==> config.mk <==
export PLATFORM = sky130hd
export DESIGN_NAME = uart_tx_buffered
export DESIGN_NICKNAME = d
export VERILOG_FILES = /design/src/rtl/uart_tx_buffered.sv
export SDC_FILE = /design/constraint.sdc
export NUM_CORES = 1
export LEC_CHECK = 0
export ABC_AREA = 0
export CORE_MARGIN = 5
export CORE_UTILIZATION = 40
export DETAILED_ROUTE_END_ITERATION = 8
export GPL_TIMING_DRIVEN = 1
export SLEW_MARGIN = 20
export SYNTH_ARGS = -nofsm -noshare
export SYNTH_HDL_FRONTEND = slang
export SYNTH_SLANG_ARGS = --single-unit
==> constraint.sdc <==
create_clock -name clk -period 6.9 [get_ports clk]
set_clock_uncertainty 0.15 [all_clocks]
set_input_delay 1.035 -clock clk [delete_from_list [all_inputs] [get_ports clk]]
set_output_delay 1.035 -clock clk [all_outputs]
set_load 0.02 [all_outputs]
==> src/rtl/uart_tx_buffered.sv <==
// 8N1 UART transmitter fed by a small write FIFO; queued bytes go out back-to-back.
// State | meaning: IDLE = line high, waiting for FIFO data; XMIT = frame on the line.
module uart_tx_buffered #(
  parameter int BAUD_DIV = 2604,
  parameter int DEPTH    = 4
) (
  input  logic       clk,
  input  logic       rst_n,
  input  logic       trmt,
  input  logic [7:0] tx_data,
  output logic       TX,
  output logic       tx_done,
  output logic       fifo_full,
  output logic       tx_busy
);

  localparam int PW = $clog2(DEPTH);
  localparam int BW = $clog2(BAUD_DIV);
  localparam logic [BW-1:0] BAUD_LAST = BW'(BAUD_DIV - 1);
  localparam logic [PW:0]   FULL_CNT  = (PW + 1)'(DEPTH);

  typedef enum logic {IDLE, XMIT} state_t;

  state_t        state, state_nxt;
  logic [7:0]    mem [DEPTH];
  logic [PW-1:0] wr_ptr, rd_ptr;
  logic [PW:0]   count;
  logic          push, pop;
  logic [9:0]    shreg, shreg_nxt, frame_load;
  logic [BW-1:0] baud_cnt, baud_nxt;
  logic [3:0]    bit_cnt, bit_nxt;
  logic          done_nxt, baud_tc, fifo_nempty;

  assign fifo_full   = (count == FULL_CNT);
  assign fifo_nempty = (count != '0);
  assign push        = trmt & ~fifo_full;
  assign baud_tc     = (baud_cnt == BAUD_LAST);
  assign frame_load  = {1'b1, mem[rd_ptr], 1'b0};
  assign TX          = shreg[0];

  // FIFO storage needs no reset; occupancy is governed by count and pointers
  always_ff @(posedge clk) begin
    if (push) mem[wr_ptr] <= tx_data;
  end

  always_comb begin
    state_nxt = state;
    shreg_nxt = shreg;
    baud_nxt  = baud_cnt;
    bit_nxt   = bit_cnt;
    pop       = 1'b0;
    done_nxt  = 1'b0;
    case (state)
      IDLE: begin
        if (fifo_nempty) begin
          pop       = 1'b1;
          shreg_nxt = frame_load;
          baud_nxt  = '0;
          bit_nxt   = '0;
          state_nxt = XMIT;
        end
      end
      XMIT: begin
        if (!baud_tc) begin
          baud_nxt = baud_cnt + 1'b1;
        end else if (bit_cnt == 4'd9) begin
          // last stop-bit cycle: chain straight into the next queued byte if any
          done_nxt = 1'b1;
          baud_nxt = '0;
          bit_nxt  = '0;
          if (fifo_nempty) begin
            pop       = 1'b1;
            shreg_nxt = frame_load;
          end else begin
            shreg_nxt = {1'b1, shreg[9:1]};
            state_nxt = IDLE;
          end
        end else begin
          baud_nxt  = '0;
          shreg_nxt = {1'b1, shreg[9:1]};
          bit_nxt   = bit_cnt + 1'b1;
        end
      end
      default: state_nxt = IDLE;
    endcase
  end

  always_ff @(posedge clk or negedge rst_n) begin
    if (!rst_n) begin
      state    <= IDLE;
      shreg    <= '1;
      baud_cnt <= '0;
      bit_cnt  <= '0;
      wr_ptr   <= '0;
      rd_ptr   <= '0;
      count    <= '0;
      tx_done  <= 1'b0;
      tx_busy  <= 1'b0;
    end else begin
      state    <= state_nxt;
      shreg    <= shreg_nxt;
      baud_cnt <= baud_nxt;
      bit_cnt  <= bit_nxt;
      tx_done  <= done_nxt;
      tx_busy  <= (state == XMIT) | fifo_nempty;
      if (push) wr_ptr <= wr_ptr + 1'b1;
      if (pop)  rd_ptr <= rd_ptr + 1'b1;
      case ({push, pop})
        2'b10:   count <= count + 1'b1;
        2'b01:   count <= count - 1'b1;
        default: count <= count;
      endcase
    end
  end

endmodule
After elaboration in Yosys (flattened, before gate mapping)
Memory sizes are Yosys's and may differ from the RTL's.
Index checks and enable logic that the tools add are counted.
{ "classes": {"mux": 25, "n_reduce_logical": 3, "bitwise": 4, "n_eq_ne": 7, "addsub": 6} }
{ "ops": {"columns": ["cell", "n"], "rows": [
  ["$mux 10", 3],
  ["$mux 12", 2],
  ["$pmux 12 s2", 1],
  ["$pmux 10 s2", 1],
  ["$add 12x1->12 const B", 1],
  ["$eq 12x12->1 const B", 1],
  ["$mux 4", 3],
  ["$mux 1", 10],
  ["$mux 9", 1],
  ["$pmux 4 s2", 1],
  ["$pmux 3 s2", 1],
  ["$add 2x1->2 const B", 2],
  ["$add 4x1->4 const B", 1],
  ["$eq 4x4->1 const B", 1],
  ["$pmux 1 s2", 2],
  ["$add 3x1->3 const B", 1],
  ["$eq 3x3->1 const B", 1],
  ["$reduce_bool 3->1", 1],
  ["$sub 3x1->3 const B", 1],
  ["$eq 2x1->1 const B", 1],
  ["$eq 2x2->1 const B", 1],
  ["$ne 2x1->1 const B", 1],
  ["$ne 2x2->1 const B", 1],
  ["$not 1->1", 2],
  ["4 further kinds", 4]
]} }
{ "word_totals": {"mem_bits_rw": 32, "output_inout_bits": 4, "in_bits": 11, "regBits": 36, "elab_cells": 55, "n_memories": 1} }
{ "memory_table": {"columns": ["name", "words", "width", "read_ports", "rd_clocked_by_memory_dff", "wr", "line_no", "source"], "rows": [
  ["mem", 4, 8, 1, 0, 1, "25", "logic [7:0] mem [DEPTH];"]
]} }

Depth between registers and ports, before layout
Gate-level depths: netlist (run 1).
{ "logic_depth": {"ltp_word": 7, "depth_mapped": 11, "mapped_depth_nobuf": 11} }

Least setup slack after synthesis (run 1)
Ideal clock, no wire load.
{ "synth_path": {"kind": "input to register", "startpoint": "input trmt", "endpoint": "register count[2]", "slack_ps": 4438, "path_buffers": 0, "t_arrival_ps": 2232, "cell_stages": 8, "setup_time_ps": 79, "required_ps": 6671, "path_cell_list": "nor2b_1 -> inv_1 -> ha_1 -> inv_1 -> fa_1 -> xor2_1 -> nor2_1 -> xor2_1"} }
{ "synth_between": {"elab_chain_cells": 3, "word_cells_on_any_way": 5, "classes_between": "eq/ne: 2; mux: 1; bitwise: 1; reduce/logical: 1"} }
{ "synth_rtl": {"columns": ["item", "line_no", "source"], "rows": [
  ["from (decl)", "9", "input logic trmt,"],
  ["$and 1x1->1 *", "36", "assign push = trmt & ~fifo_full;"],
  ["$eq 2x1->1 / $eq 2x2->1 (equally long branches)", "108", "case ({push, pop})"],
  ["$pmux 3 s2 / $reduce_bool 2->1 (equally long branches)", null, null],
  ["to (signal assigned)", "109", "2'b10: count <= count + 1'b1;"],
  ["to (signal assigned)", "110", "2'b01: count <= count - 1'b1;"],
  ["to (signal assigned)", "111", "default: count <= count;"],
  ["to (decl)", "27", "logic [PW:0] count;"]
]} }
Every way passes the cells marked *; elsewhere a longest branch is shown, timed or not.
A chain may end at the register's enable or synchronous reset.

Worst setup path in the final report (run 1)
{ "layout_path": {"startpoint": "register count[0]", "endpoint": "output fifo_full"} }
{ "layout_between": {"elab_chain_cells": 1} }
{ "layout_rtl": {"columns": ["item", "line_no", "source"], "rows": [
  ["$eq 3x3->1", "34", "assign fifo_full = (count == FULL_CNT);"],
  ["to (decl)", "13", "output logic fifo_full,"]
]} }
Every way passes these cells.

==> report_table.html, run 1 <==
<table>
<tr><th>Metric</th><th>Value</th></tr>
<tr><th colspan="2">Finish</th></tr>
<tr><td>Util after Layout</td><td>0.472</td></tr>
<tr><td>Register area</td><td>1850 µm²</td></tr>
<tr><td>Layout Nets</td><td>262</td></tr>
<tr><td>Fill cell count</td><td>650</td></tr>
<tr><td>Area growth, synth to finish</td><td>13.9%</td></tr>
<tr><td>Fraction of final layout cells sized beyond drive strength 1</td><td>0.182</td></tr>
<tr><td>Count of antenna diodes in the layout</td><td>0</td></tr>
<tr><td>Multi-input gate area in the final layout</td><td>1100 µm²</td></tr>
<tr><th colspan="2">Detailed routing</th></tr>
<tr><td>Average via count per standard cell</td><td>5.16</td></tr>
<tr><td>Number of DRC markers after the initial detailed-route iteration</td><td>80</td></tr>
<tr><td>Remaining design rule violation count</td><td>0</td></tr>
<tr><td>Final wirelength</td><td>5160 µm</td></tr>
<tr><td>Via Count</td><td>1784</td></tr>
<tr><td>Number of nets with antenna violations after routing</td><td>0</td></tr>
<tr><td>Number of optimization iterations in the first detailed-route pass</td><td>4</td></tr>
<tr><td>Routed wire length per instance</td><td>14.9 µm</td></tr>
<tr><th colspan="2">Global routing</th></tr>
<tr><td>Pin count of the biggest net entering global routing</td><td>36</td></tr>
<tr><td>Total GRT Usage</td><td>0.122</td></tr>
<tr><td>Wire length of the first global-routing pass</td><td>9250 µm</td></tr>
<tr><td>GR Overflow Total</td><td>0</td></tr>
<tr><td>Number of global-route vias before repair</td><td>1860</td></tr>
<tr><td>Initial antenna violation count</td><td>0</td></tr>
<tr><th colspan="2">Critical path</th></tr>
<tr><td>Critical Path End Type</td><td>output pin</td></tr>
<tr><td>Number of buffers and inverters on the critical path</td><td>2</td></tr>
<tr><td>Cells along the critical path</td><td>inv_1, and3_1, clkdlybuf4s50_1</td></tr>
<tr><td>Top Family by Delay on Critical Path</td><td>buffers and inverters</td></tr>
<tr><td>Biggest cell delay along the critical path</td><td>0.61 ns</td></tr>
<tr><td>Required @ worst endpoint</td><td>5.71 ns</td></tr>
<tr><td>Slowest stage cell, crit path</td><td>clkdlybuf4s50_1</td></tr>
<tr><td>Arrival time worst endpoint</td><td>1.68 ns</td></tr>
<tr><td>Kind of start point of the critical path</td><td>register</td></tr>
<tr><td>Critical path class</td><td>register to output pin</td></tr>
<tr><td>Crit-path max FO</td><td>4</td></tr>
<tr><th colspan="2">CTS</th></tr>
<tr><td>Clock edge transition at the registers on the reported setup and hold paths</td><td>0.08 ns</td></tr>
<tr><td>Clock tree root buffer cell</td><td>clkbuf_8</td></tr>
<tr><td>Number of sinks driven by the clock tree</td><td>67</td></tr>
<tr><td>Setup Buffers After CTS</td><td>0</td></tr>
<tr><td>TritonCTS buffer count</td><td>9</td></tr>
<tr><td>Number of hold-repair buffers added at the cts stage</td><td>0</td></tr>
<tr><td>Clock tree from TritonCTS</td><td>built</td></tr>
<tr><td>Post-cts repair resize count</td><td>0</td></tr>
<tr><td>Clk_lat worst skew</td><td>0.34 ns</td></tr>
<tr><td>Number of H-tree branching levels</td><td>3</td></tr>
<tr><td>CTS max path bufs</td><td>2</td></tr>
<tr><th colspan="2">Synthesis</th></tr>
<tr><td>Share of Yosys cell area claimed by the top area cell type</td><td>0.316</td></tr>
<tr><td>Share of synthesized registers carrying an async set or reset</td><td>0.522</td></tr>
<tr><td>Post-synthesis sequential element count</td><td>67</td></tr>
<tr><td>Number of warning messages in the yosys log</td><td>0</td></tr>
<tr><td>Synthesized net count</td><td>246</td></tr>
<tr><td>EDFF count, synth</td><td>32</td></tr>
<tr><td>Post-synth top area cell</td><td>edfxtp_1</td></tr>
<tr><td>Count of distinct cell types in the synthesized netlist</td><td>45</td></tr>
<tr><td>Sequential share of the synthesized area</td><td>0.608</td></tr>
<tr><td>Most used DFF post-synth</td><td>edfxtp_1</td></tr>
<tr><td>Syn Std Cell Area</td><td>3040 µm²</td></tr>
<tr><td>Avg Synthesized Cell Area</td><td>13.5 µm²</td></tr>
<tr><td>Post-synthesis instance total</td><td>226</td></tr>
<tr><td>Cell types with the largest area share after synthesis</td><td>edfxtp_1 32%, dfrtp_1 21%, dfstp_2 7.8%</td></tr>
<tr><th colspan="2">Placement</th></tr>
<tr><td>Hpwl dp</td><td>3480 µm</td></tr>
<tr><td>Port Buffer Count</td><td>14</td></tr>
<tr><td>Gp weighted congestion</td><td>0.724</td></tr>
<tr><th colspan="2">Timing</th></tr>
<tr><td>Peak clock frequency supported by timing</td><td>350 MHz</td></tr>
<tr><td>Relative slew slack</td><td>0.466</td></tr>
<tr><td>Final setup violating endpoints</td><td>0</td></tr>
<tr><td>RSZ-0062 raised after global routing</td><td>false</td></tr>
<tr><td>Post-route clock period utilization</td><td>0.415</td></tr>
<tr><td>Count of pins over their slew limit</td><td>0</td></tr>
<tr><td>Setup TNS</td><td>0 ns</td></tr>
<tr><td>Crit path time final</td><td>2.86 ns</td></tr>
<tr><td>Hold violation count in the final report</td><td>0</td></tr>
<tr><td>Actual slew at the worst max-slew pin</td><td>0.801 ns</td></tr>
<tr><th colspan="2">Floorplan</th></tr>
<tr><td>Initial Util</td><td>0.415</td></tr>
<tr><td>Die boundary height</td><td>97.2 µm</td></tr>
<tr><td>Area of the die</td><td>9450 µm²</td></tr>
<tr><td>Boundary Pins</td><td>15</td></tr>
<tr><td>Die Wd</td><td>97.2 µm</td></tr>
<tr><td>Site Rows</td><td>31</td></tr>
<tr><td>Core ar.</td><td>7330 µm²</td></tr>
<tr><th colspan="2">Power</th></tr>
<tr><td>LEAKAGE</td><td>1.33 nW</td></tr>
<tr><td>Max rail drop VDD</td><td>0.170 mV</td></tr>
<tr><td>Power density normalized to cell area</td><td>310 nW/µm²</td></tr>
<tr><th colspan="2">Worst hold path</th></tr>
<tr><td>Min-delay worst type</td><td>register to register</td></tr>
<tr><th colspan="2">Outcome</th></tr>
<tr><td>Run status</td><td>finished clean</td></tr>
<tr><th colspan="2">Job</th></tr>
<tr><td>Max-cap violations</td><td>0</td></tr>
</table>
-- synth_stat cells (2+ instances only) --
cell type and count:
inv_1 10, or2_2 2, edfxtp_1 32, dfrtp_1 26, a31oi_1 6, dfstp_2 9
o21ai_0 22, nand2_1 12, nand4_1 3, nor4b_4 2, and2_1 4, nor3_1 4
nand2b_1 4, and3_1 5, a41oi_1 2, mux4_2 8, a21oi_1 5, nand3_1 10
xor2_1 6, buf_2 5, nor4_1 4, ha_1 8, buf_6 2, xnor2_1 3
mux2i_1 8, nor2_1 5
-- path summary, 6_finish.rpt --
check | end | slack, ns | start | cells after the start
max | fifo_full | 4.04 | count[0]$_DFFE_PN0P_ | 3
min | shreg[8]$_DFFE_PN1P_ | 0.31 | shreg[8]$_DFFE_PN1P_ | 2
max reg2reg | count[2]$_DFFE_PN0P_ | 4.31 | bit_cnt[1]$_DFFE_PN0P_ | 11
min reg2reg | shreg[8]$_DFFE_PN1P_ | 0.31 | shreg[8]$_DFFE_PN1P_ | 2
max in group asynchronous | baud_cnt[0]$_DFFE_PN0P_ | 5.46 | rst_n | 1
min in group asynchronous | baud_cnt[6]$_DFFE_PN0P_ | 0.63 | rst_n | 1
-- layer usage --
layer | part of all wire | vias up | global-route usage
met5 | 0 | - | 0
li1 | - | 867 | -
met1 | 0.48 | 883 | 0.163
met2 | 0.47 | 28 | 0.185
met3 | 0.029 | 6 | 0.0359
met4 | 0.012 | 0 | 0.0486
-- cells in the final DEF (no fill, tap or decap), types with 3 or more instances in the layout --
cell and instances:
edfxtp_1 32, inv_6 5, mux4_2 8, dfrtp_1 26, ha_1 8, nor3_1 4
nor2_1 5, a21oi_1 5, nand3_1 10, and3_1 5, clkdlybuf4s50_1 13, o21ai_0 22
nand4_1 3, and2_1 4, nor4_1 3, xnor2_1 3, nand2b_1 4, xor2_1 6
mux2i_1 8, inv_1 10, dfstp_2 9, a31oi_1 5, nand2_1 12, clkbuf_8 9
-- cell families after synthesis --
group	share of synthesized area
muxes	0.0893
xor gates and xnor gates	0.0259
AOI/OAI and AO/OA	0.0806
buffers and inverters	0.0346
and+or+nand+nor	0.123
DFF	0.608
adders and majority gates	0.0395
-- flip-flops by register name, indices dropped and copies added, names as in the netlist, 2 cells and up --
| register | cells |
|---|---|
| mem | 32 |
| wr_ptr | 2 |
| shreg | 9 |
| rd_ptr | 2 |
| bit_cnt | 4 |
| baud_cnt | 12 |
| count | 3 |
-- worst reg2reg max path, stage by stage (launching register included) --
cell and delay (ns):
dfrtp_1 0.40, inv_1 0.08, ha_1 0.14, nand3b_1 0.17, o21a_1 0.32, nor3_4 0.20, ha_1 0.23, inv_1 0.06
fa_1 0.37, xor2_1 0.15, nor2_1 0.11, xor2_1 0.15
-- power breakdown --
part           leakage (nW)  switching, mW  internal [mW]  total, mW
Combinational         0.511         0.0882         0.0819      0.170
Sequential            0.710         0.0625          0.503      0.565
Clock                 0.105          0.165          0.173      0.337
-- area by class of cell --
| cell class | count | share of cell area |
|---|---|---|
| sequential | 67 | 0.534 |
| clock buffer | 9 | 0.0358 |
| clock inverter | 7 | 0.0228 |
| tap | 99 | 0.0358 |
| multi-input combinational | 138 | 0.318 |
| inverter | 10 | 0.0108 |
| timing repair buffer | 16 | 0.0434 |
-- metrics by stage --
stage               hold WS [ns]  std cells  area, µm²  setup slack, ns  total power, mW
floorplan                  0.291        226       3040             4.44            0.692
global placement           0.298        330       3260             3.86            0.740
detailed placement         0.306        330       3260             3.81            0.749
CTS                        0.317        346       3460             4.01             1.09
global route               0.337        346       3460             3.94             1.14
finish                     0.314        346       3460             4.04             1.07
(Power assumes the default switching activity.)
==> run 2: changes to the inputs <==
==> constraint.sdc (replaced) <==
create_clock -name clk -period 2.85 [get_ports clk]
set_clock_uncertainty 0.15 [all_clocks]
set_input_delay 0.4275 -clock clk [delete_from_list [all_inputs] [get_ports clk]]
set_output_delay 0.4275 -clock clk [all_outputs]
set_load 0.02 [all_outputs]
==> run 2 against run 1 <==
  * Cell area grew 0.29%
  * Count of clock-buffer cells in the layout did not move
  * Sequential share of layout area decreased by 0.15 points
  * Critical endpoint is now count[2]$_DFFE_PN0P_
  * Non-clock buffer count increased by 1
==> report_table.html, run 2 (synthesized netlist as in run 1, its figures left out) <==
<table>
<tr><th>Metric</th><th>Value</th></tr>
<tr><th colspan="2">Detailed routing</th></tr>
<tr><td>Via Count</td><td>1848 (+3.6%)</td></tr>
<tr><td>Number of nets with antenna violations after routing</td><td>0 (unchanged)</td></tr>
<tr><td>Routed wire length per instance</td><td>15.4 µm (+3.1%)</td></tr>
<tr><td>Average via count per standard cell</td><td>5.33 (+3.3%)</td></tr>
<tr><td>Remaining design rule violation count</td><td>0 (unchanged)</td></tr>
<tr><td>Number of optimization iterations in the first detailed-route pass</td><td>4 (unchanged)</td></tr>
<tr><td>Final wirelength</td><td>5330 µm (+3.4%)</td></tr>
<tr><td>Number of DRC markers after the initial detailed-route iteration</td><td>74 (-7.5%)</td></tr>
<tr><th colspan="2">Finish</th></tr>
<tr><td>Fraction of final layout cells sized beyond drive strength 1</td><td>0.185 (+0.00330)</td></tr>
<tr><td>Flip-flop count of the largest register, all copies and words added</td><td>32 (unchanged)</td></tr>
<tr><td>Top library cells by usage in the layout, fill and taps aside</td><td>32 x edfxtp_1, 26 x dfrtp_1, 22 x o21ai_0</td></tr>
<tr><td>Count of antenna diodes in the layout</td><td>0 (unchanged)</td></tr>
<tr><td>Most common cell after layout, fill and taps aside</td><td>edfxtp_1</td></tr>
<tr><td>Register area</td><td>1850 µm² (unchanged)</td></tr>
<tr><td>Fill cell count</td><td>657 (+1.1%)</td></tr>
<tr><td>Top reg by flops</td><td>mem</td></tr>
<tr><td>Layout Nets</td><td>263 (+0.38%)</td></tr>
<tr><td>Area growth, synth to finish</td><td>14.2%</td></tr>
<tr><td>Multi-input gate area in the final layout</td><td>1100 µm² (unchanged)</td></tr>
<tr><td>Top flop regs</td><td>mem: 32 flops, baud_cnt: 12 flops, shreg: 9 flops</td></tr>
<tr><th colspan="2">CTS</th></tr>
<tr><td>Number of H-tree branching levels</td><td>3 (unchanged)</td></tr>
<tr><td>Clock tree from TritonCTS</td><td>built</td></tr>
<tr><td>Number of sinks driven by the clock tree</td><td>67 (unchanged)</td></tr>
<tr><td>CTS max path bufs</td><td>2 (unchanged)</td></tr>
<tr><td>Number of hold-repair buffers added at the cts stage</td><td>0 (unchanged)</td></tr>
<tr><td>Clock tree root buffer cell</td><td>clkbuf_8</td></tr>
<tr><td>Clock edge transition at the registers on the reported setup and hold paths</td><td>0.08 ns (about the same)</td></tr>
<tr><td>Post-cts repair resize count</td><td>0 (unchanged)</td></tr>
<tr><td>Clk_lat worst skew</td><td>0.34 ns (about the same)</td></tr>
<tr><td>Setup Buffers After CTS</td><td>0 (unchanged)</td></tr>
<tr><td>TritonCTS buffer count</td><td>9 (unchanged)</td></tr>
<tr><th colspan="2">Critical path</th></tr>
<tr><td>Kind of start point of the critical path</td><td>register</td></tr>
<tr><td>Biggest cell delay along the critical path</td><td>0.40 ns (-0.21 ns)</td></tr>
<tr><td>Critical path class</td><td>register to register</td></tr>
<tr><td>Crit-path max FO</td><td>4 (unchanged)</td></tr>
<tr><td>Arrival time worst endpoint</td><td>2.67 ns (+0.99 ns)</td></tr>
<tr><td>Critical Path End Type</td><td>register</td></tr>
<tr><td>Slowest stage cell, crit path</td><td>dfrtp_1</td></tr>
<tr><td>Number of buffers and inverters on the critical path</td><td>2 (unchanged)</td></tr>
<tr><td>WP depth</td><td>11 (+8)</td></tr>
<tr><td>Top Family by Delay on Critical Path</td><td>adder cells</td></tr>
<tr><td>Reg-to-Reg Start</td><td>bit_cnt[1]$_DFFE_PN0P_</td></tr>
<tr><td>Start point of the critical path</td><td>bit_cnt[1]$_DFFE_PN0P_</td></tr>
<tr><td>Cells along the critical path</td><td>inv_1, ha_1, nand3b_1, o21a_1, nor3_4, ha_1, inv_1, fa_1, xor2_1, nor2_1, xor2_1</td></tr>
<tr><td>R2R depth</td><td>11 (unchanged)</td></tr>
<tr><td>Required @ worst endpoint</td><td>2.97 ns (-2.74 ns)</td></tr>
<tr><th colspan="2">Timing</th></tr>
<tr><td>Setup TNS</td><td>0 ns (unchanged)</td></tr>
<tr><td>Post-route clock period utilization</td><td>0.896</td></tr>
<tr><td>Count of pins over their slew limit</td><td>0 (unchanged)</td></tr>
<tr><td>Actual slew at the worst max-slew pin</td><td>0.793 ns (-0.00801 ns)</td></tr>
<tr><td>Final setup violating endpoints</td><td>0 (unchanged)</td></tr>
<tr><td>Relative slew slack</td><td>0.471 (+0.00534)</td></tr>
<tr><td>Crit path time final</td><td>2.55 ns</td></tr>
<tr><td>Hold violation count in the final report</td><td>0 (unchanged)</td></tr>
<tr><td>Worst Hold Margin</td><td>0.0145 ns (-0.300 ns)</td></tr>
<tr><td>RSZ-0062 raised after global routing</td><td>false</td></tr>
<tr><td>Peak clock frequency supported by timing</td><td>391 MHz</td></tr>
<tr><th colspan="2">Power</th></tr>
<tr><td>Max rail drop VDD</td><td>0.413 mV (+140%)</td></tr>
<tr><td>Power density normalized to cell area</td><td>751 nW/µm² (+140%)</td></tr>
<tr><td>LEAKAGE</td><td>1.33 nW (about the same)</td></tr>
<tr><th colspan="2">Global routing</th></tr>
<tr><td>Total GRT Usage</td><td>0.127 (+0.00531)</td></tr>
<tr><td>Number of global-route vias before repair</td><td>1998 (+7.4%)</td></tr>
<tr><td>GR Overflow Total</td><td>0 (unchanged)</td></tr>
<tr><td>Wire length of the first global-routing pass</td><td>9490 µm (+2.7%)</td></tr>
<tr><td>Pin count of the biggest net entering global routing</td><td>36 (unchanged)</td></tr>
<tr><td>Initial antenna violation count</td><td>0 (unchanged)</td></tr>
<tr><th colspan="2">Floorplan</th></tr>
<tr><td>Boundary Pins</td><td>15 (unchanged)</td></tr>
<tr><td>Core ar.</td><td>7330 µm² (unchanged)</td></tr>
<tr><td>Initial Util</td><td>0.415 (unchanged)</td></tr>
<tr><td>Site Rows</td><td>31 (unchanged)</td></tr>
<tr><td>Die boundary height</td><td>97.2 µm (unchanged)</td></tr>
<tr><td>Area of the die</td><td>9450 µm² (unchanged)</td></tr>
<tr><td>Die Wd</td><td>97.2 µm (unchanged)</td></tr>
<tr><th colspan="2">Worst hold path</th></tr>
<tr><td>Min-delay worst type</td><td>input port to asynchronous set/reset pin</td></tr>
<tr><th colspan="2">Placement</th></tr>
<tr><td>Gp weighted congestion</td><td>0.727 (+0.40%)</td></tr>
<tr><td>Port Buffer Count</td><td>14 (unchanged)</td></tr>
<tr><td>Hpwl dp</td><td>3530 µm (+1.3%)</td></tr>
<tr><th colspan="2">Job</th></tr>
<tr><td>Max-cap violations</td><td>0 (unchanged)</td></tr>
<tr><th colspan="2">Outcome</th></tr>
<tr><td>Run status</td><td>finished clean</td></tr>
</table>
## run 2: cell count changes in the layout (fill, tap and decap cells not counted), sizes merged
cell,previous run,this run
inv,15,14
buf,3,4
clkinvlp,0,1
## run 2: per-stage QoR
stage               instance area, µm²  utilization  total power [mW]  setup WS (ns)  std cells
global placement                  3270        0.446              1.81          0.404        331
finish                            3470        0.474              2.61          0.295        347
detailed placement                3270        0.446              1.82          0.298        331
CTS                               3470        0.474              2.65          0.279        347
floorplan                         3040            -              1.68          0.422        226
global route                      3470        0.474              2.77          0.118        347
## run 2: final timing paths
check | to | slack (ns)
min reg2reg | shreg[8]$_DFFE_PN1P_ | 0.32
max in group asynchronous | bit_cnt[3]$_DFFE_PN0P_ | 2.04
max | count[2]$_DFFE_PN0P_ | 0.30
max reg2reg | count[2]$_DFFE_PN0P_ | 0.30
min in group clk | shreg[8]$_DFFE_PN1P_ | 0.32
min | tx_busy$_DFF_PN0_ | 0.01
## run 2: layout make-up
cell class	count	area share
tap	99	0.0357
clock buffer	9	0.0357
timing repair buffer	17	0.0454
sequential	67	0.532
inverter	10	0.0108
multi-input combinational	138	0.317
clock inverter	7	0.0234
## run 2: layer usage
metal,GRT usage,vias to the layer above,wire length [µm],share of wire
met5,0,-,0,0
met4,0.0605,0,98,0.018
met3,0.0424,8,202,0.038
met2,0.200,35,2600,0.49
met1,0.157,935,2430,0.46
li1,-,870,-,-
## run 2: where the power goes
| group | total (mW) | switching (mW) | internal, mW |
|---|---|---|---|
| Clock | 0.819 | 0.401 | 0.418 |
| Sequential | 1.37 | 0.151 | 1.22 |
| Combinational | 0.423 | 0.218 | 0.204 |
## run 2: worst reg2reg max path, delay by kind of cell (launching register included)
| kind | cells | cell delay, ns |
|---|---|---|
| buf+inv | 2 | 0.14 |
| fa+ha+maj | 3 | 0.72 |
| simple gates | 3 | 0.46 |
| xor+xnor | 2 | 0.31 |
| compound gates | 1 | 0.31 |
| flops | 1 | 0.40 |
==> run 3: changes to the inputs <==
--- a/config.mk
+++ b/config.mk
@@ -10,6 +10,7 @@
 export CORE_UTILIZATION = 40
 export DETAILED_ROUTE_END_ITERATION = 8
 export GPL_TIMING_DRIVEN = 1
+export SKIP_LAST_GASP = 1
 export SLEW_MARGIN = 20
 export SYNTH_ARGS = -nofsm -noshare
 export SYNTH_HDL_FRONTEND = slang
==> results of run 3 <==
The final DEF is identical to that of run 2; final timing and power are the same.
